### src/rtl/alu_mul_seq.sv
// Shift-add sequencer for unsigned 16x16->32 multiply on an external 16-bit ALU.
// Bit 0 is the MSB on every bus, so vectors are declared [0:15].
module alu_mul_seq (
  input  logic        clk_sys,
  input  logic        rst_,
  input  logic        start,
  input  logic [0:15] mcand,
  input  logic [0:15] mplier,
  output logic        busy,
  output logic        done,
  output logic [0:15] alu_a,
  output logic [0:15] alu_ac,
  output logic        saryt,
  output logic        sd_,
  output logic        sb_,
  output logic        sca_,
  output logic        saa_,
  output logic        scb_,
  output logic        sab_,
  output logic        p16_,
  input  logic [0:15] alu_f,
  input  logic        alu_carry_,
  output logic [0:15] prod_hi,
  output logic [0:15] prod_lo,
  output logic        ovf,
  output logic        zero
);

  localparam int ITER = 16;

  typedef enum logic [1:0] {S_IDLE, S_ITER, S_DONE} state_t;

  state_t      r_state;
  state_t      w_nextState;
  logic [0:15] r_mc;
  logic [0:15] r_hi;
  logic [0:15] r_lo;
  logic [3:0]  r_cnt;
  logic        r_ovf;
  logic        r_zero;

  logic        w_load;
  logic        w_add;
  logic        w_carry;
  logic        w_lastIter;
  logic [0:15] w_hiNext;
  logic [0:15] w_loNext;

  assign w_load     = start && (r_state == S_IDLE || r_state == S_DONE);
  assign w_add      = (r_state == S_ITER) && r_lo[15];
  assign w_carry    = w_add && !alu_carry_;
  assign w_lastIter = (r_cnt == 4'(ITER - 1));
  // The 17-bit {carry, sum} shifts right one place into the hi:lo pair.
  assign w_hiNext   = {w_carry, alu_f[0:14]};
  assign w_loNext   = {alu_f[15], r_lo[0:14]};

  assign alu_a   = r_hi;
  assign alu_ac  = r_mc;
  assign prod_hi = r_hi;
  assign prod_lo = r_lo;
  assign ovf     = r_ovf;
  assign zero    = r_zero;

  always_ff @(posedge clk_sys) begin
    if (!rst_) begin
      r_state <= S_IDLE;
      r_mc    <= '0;
      r_hi    <= '0;
      r_lo    <= '0;
      r_cnt   <= '0;
      r_ovf   <= 1'b0;
      r_zero  <= 1'b0;
    end else begin
      r_state <= w_nextState;
      if (w_load) begin
        r_mc   <= mcand;
        r_lo   <= mplier;
        r_hi   <= '0;
        r_cnt  <= '0;
        r_ovf  <= 1'b0;
        r_zero <= 1'b0;
      end else if (r_state == S_ITER) begin
        r_hi  <= w_hiNext;
        r_lo  <= w_loNext;
        r_cnt <= r_cnt + 4'd1;
        if (w_lastIter) begin
          r_ovf  <= |w_hiNext;
          r_zero <= ~|{w_hiNext, w_loNext};
        end
      end
    end
  end

  // Next state plus the active-low ALU function select; idle code by default.
  always_comb begin
    w_nextState = r_state;
    busy  = 1'b0;
    done  = 1'b0;
    saryt = 1'b0;
    sd_   = 1'b1;
    sb_   = 1'b1;
    sca_  = 1'b1;
    saa_  = 1'b1;
    scb_  = 1'b1;
    sab_  = 1'b1;
    p16_  = 1'b1;
    case (r_state)
      S_IDLE: begin
        if (start) w_nextState = S_ITER;
      end
      S_ITER: begin
        busy = 1'b1;
        if (w_lastIter) w_nextState = S_DONE;
        if (w_add) begin
          saryt = 1'b1;
          sd_   = 1'b0;
          saa_  = 1'b0;
          sab_  = 1'b0;
        end else begin
          sd_   = 1'b0;
          sb_   = 1'b0;
          sca_  = 1'b0;
          saa_  = 1'b0;
          scb_  = 1'b0;
          sab_  = 1'b0;
        end
      end
      S_DONE: begin
        done = 1'b1;
        w_nextState = start ? S_ITER : S_IDLE;
      end
      default: w_nextState = S_IDLE;
    endcase
  end

endmodule

### config.mk
export PLATFORM = sky130hd
export DESIGN_NAME = alu_mul_seq
export DESIGN_NICKNAME = d
export VERILOG_FILES = /design/src/rtl/alu_mul_seq.sv
export SDC_FILE = /design/constraint.sdc
export NUM_CORES = 1
export LEC_CHECK = 0
export CAP_MARGIN = 30
export CORE_MARGIN = 1
export CORE_UTILIZATION = 43
export CTS_BUF_LIST = sky130_fd_sc_hd__clkbuf_8
export DETAILED_ROUTE_END_ITERATION = 8
export GPL_TIMING_DRIVEN = 0
export PLACE_DENSITY = 0.86
export SETUP_SLACK_MARGIN = 0.02
export SLEW_MARGIN = 20
export SYNTH_ARGS = -nofsm -noshare
export SYNTH_HDL_FRONTEND = slang
export SYNTH_SLANG_ARGS = --single-unit
### constraint.sdc
create_clock -name clk_sys -period 2.1 [get_ports clk_sys]
set_clock_uncertainty 0.15 [all_clocks]
set_input_delay 0.42 -clock clk_sys [delete_from_list [all_inputs] [get_ports clk_sys]]
set_output_delay 0.42 -clock clk_sys [all_outputs]
set_load 0.005 [all_outputs]
==> summary.txt <==
STA
  – Max Fclk: 507.8 MHz
  – Min Hold Slack: 0.2680 ns
  – Slew Viols, Final: 0
  – Final hold viol count: 0
  – Final Setup Violations: 0
  – Final period util: 93.78%
  – RSZ-0062 raised after global routing: no
  – Tmin final: 1.969 ns

Worst setup path
  – Worst setup EP type: output pin
  – WP data required: 1.53 ns
  – Critical path destination: busy
  – Kind of critical path: flip-flop to output pin
  – Reg2reg start: r_state[0]
  – Startpoint Class: flip-flop
  – CP startpoint: r_state[0]
  – Reg-to-Reg End: alu_a[14]
  – Worst-path fanout max: 13
  – R2r worst-path depth: 6
  – R2R Setup Slk: 0.44 ns
  – CP Data Arrival Time: 1.40 ns

Placement
  – DP HPWL: 4906 um
  – Port Buffer Count: 125
  – GP Congestion: 0.8144
  – Placed cells: 479

CTS
  – TritonCTS Sinks: 56
  – Clk slew on worst S/H paths: 0.09 ns
  – # hold bufs at CTS: 0
  – H-tree levels: 2
  – Root buffer cell: clkbuf_8
  – CTS tree: built
  – Clk Latency, worst-skew pair: 0.31 ns
  – Bufs on Longest Clock Path: 2
  – CTS Buf Count: 5

Pwr
  – Clock share of power: 28.3%
  – Internal Power: 1835 uW
  – Combinational share of power: 23.4%
  – P per Cell Area: 627.0 nW/um2
  – Sw Pwr: 622.3 uW
  – P_leak: 0.001530 uW
  – Sequential Power Share: 48.3%
  – Sw Share: 25.33%
  – Maximum VDD drop: 0.0004164 V

Yosys
  – Top cells by count, synth: nand2_1, dfxtp_1, nor2_1
  – Yosys top cell area share: 47.23%
  – Syn. warnings: 0
  – FFs w/ async S/R, synth: 0%
  – Mapped Cells: 284
  – Synth Cell Area: 2374 um2
  – Area contributors post-synth: dfxtp_1, nand2_1, buf_4
  – Post-synth EDFFs: 0
  – Post-synth net total: 337
  – Main synth FF type: dfxtp_1
  – Register bit total from synthesis: 56
  – Average size of a mapped cell: 8.357 um2
  – Register area share after synthesis: 47.23%
  – Most frequent cell after synthesis: nand2_1
  – Dominant cell type by area after synthesis: dfxtp_1
  – Yosys cell types: 29

GRT
  – First-pass GRT wire length: 11,120 um
  – Initial antenna violation count: 0
  – Vias in the first global route: 2,309
  – Largest net degree at the start of global routing: 17
  – Congestion Overflow GR: 0
  – GRT Resource Usage Total: 23.87%

Cells and area
  – Layout area overhead: 65.10%
  – Util after Layout: 75.29%
  – Share of cells above drive strength 1: 14.22%
  – Fillcell total: 395
  – ANT cells: 0
  – Final std cells w/o fill: 492
  – Fin nets: 474

Route
  – Vias per inst: 5.043
  – Via count: 2,481
  – DR iter-0 viols: 73
  – DRT Pass-1 Iters: 4
  – Post-detailed-route count of antenna-violating nets: 0
  – Per-cell routed wire length: 13.85 um
  – WL final: 6815 um
  – Post-route DRC: 0

Hold path
  – Hold Crit Class: primary input to flip-flop

Floorplan
  – Die Footprint: 5821 um2
  – Initial Util: 45.60%
  – Ports: 128
  – Site Rows: 26
  – Die Y-Extent: 76.30 um
  – Die width: 76.30 um
  – CORE AREA: 5205 um2

Outcome
  – Run status: complete, no violations

Job
  – Max cap viols: 0
-- stage by stage --
step | area (um2) | setup WS, ns | total power [uW] | setup TNS, ns
5_1_grt | 3919 | 0.04180 | 2570 | 0
4_1_cts | 3935 | -0.09687 | 2469 | -0.09687
3_5_place_dp | 3712 | -0.05901 | 1746 | -0.1148
2_1_floorplan | 2374 | 0.5024 | 1424 | 0
3_3_place_gp | 3712 | -0.04833 | 1733 | -0.09111
6_report | 3919 | 0.1306 | 2457 | 0
-- what timing repair did --
| item | 4_1_cts | 5_1_grt |
|---|---|---|
| gates resized for setup | 21 | 3 |
| gates cloned | 1 | 0 |
| hold endpoints to repair | 0 | 0 |
| setup endpoints to repair | 8 | 4 |
| setup buffers | 6 | 0 |
-- flip-flops by register name, summed over array words and instances (netlist names) --
| signal | cells |
|---|---|
| ovf | 1 |
| alu_ac | 16 |
| alu_a | 16 |
| r_state | 2 |
| zero | 1 |
| prod_lo | 16 |
| r_cnt | 4 |
-- worst max-delay path, stage by stage (launching register included) --
cell and delay [ns]:
dfxtp_2 0.33, nor2b_4 0.12, buf_6 0.12, buf_12 0.14, buf_8 0.12, dlygate4sd2_1 0.25
-- how the worst min path moves through the flow --
stage / from / endpoint / slack [ns] / cells after the start
2_1_floorplan: r_cnt[1] / r_cnt[1] / 0.30 / 2
3_3_place_gp: alu_ac[4] / alu_ac[4] / 0.30 / 2
3_5_place_dp: alu_ac[7] / alu_ac[7] / 0.31 / 2
4_1_cts: rst_ / alu_ac[13] / 0.27 / 2
5_1_grt: rst_ / alu_ac[15] / 0.27 / 2
6_report: rst_ / alu_ac[13] / 0.27 / 2
-- power groups by stage --
stage	Combinational, uW	Sequential, uW	Clock, uW
final	576	1190	695
after global placement	530	1200	0
after detailed placement	538	1210	0
after CTS	582	1180	703
after floorplan	220	1200	0
after global routing	623	1190	753
-- layer usage --
metal  routed length, um  global-route usage [%]
met3                 561                   7.066
met4                  72                   5.769
met5                   0                       0
met2                3286                   41.17
met1                2894                   29.03
-- placed cells by master, fill, tap and decap left out, types with 7 or more instances in the layout --
cell type / count
nand2_1: 66
o221ai_1: 16
nor2_1: 39
nor4_1: 7
buf_4: 32
a21oi_1: 18
dfxtp_1: 55
a21boi_0: 16
clkdlybuf4s50_1: 117
buf_2: 8
-- kinds of logic (layout without fill, tap and decap cells) --
group	count (synthesis)	count (layout)	share of synthesized area, %
AND/OR/NAND/NOR	130	130	24.14
AO/OA/AOI/OAI	51	51	15.08
buffers and inverters	42	180	11.76
adder cells (fa/ha/maj)	1	1	0.5271
flip-flops	56	56	47.23
XOR/XNOR	3	3	1.107
other	1	1	0.1580
-- final cells by class --
cell class | instances | area, um2 | area share (%)
flip-flops and latches | 56 | 1122 | 28.64
multi-input cells | 186 | 985.9 | 25.16
clock inverters | 3 | 38.79 | 0.9898
plain buffers | 39 | 281.5 | 7.184
clock buffers | 5 | 68.82 | 1.756
inverters | 1 | 6.256 | 0.1596
repair buffers | 132 | 1328 | 33.88
well taps | 70 | 87.58 | 2.235
Note: power is estimated with default switching activity, not from simulation.
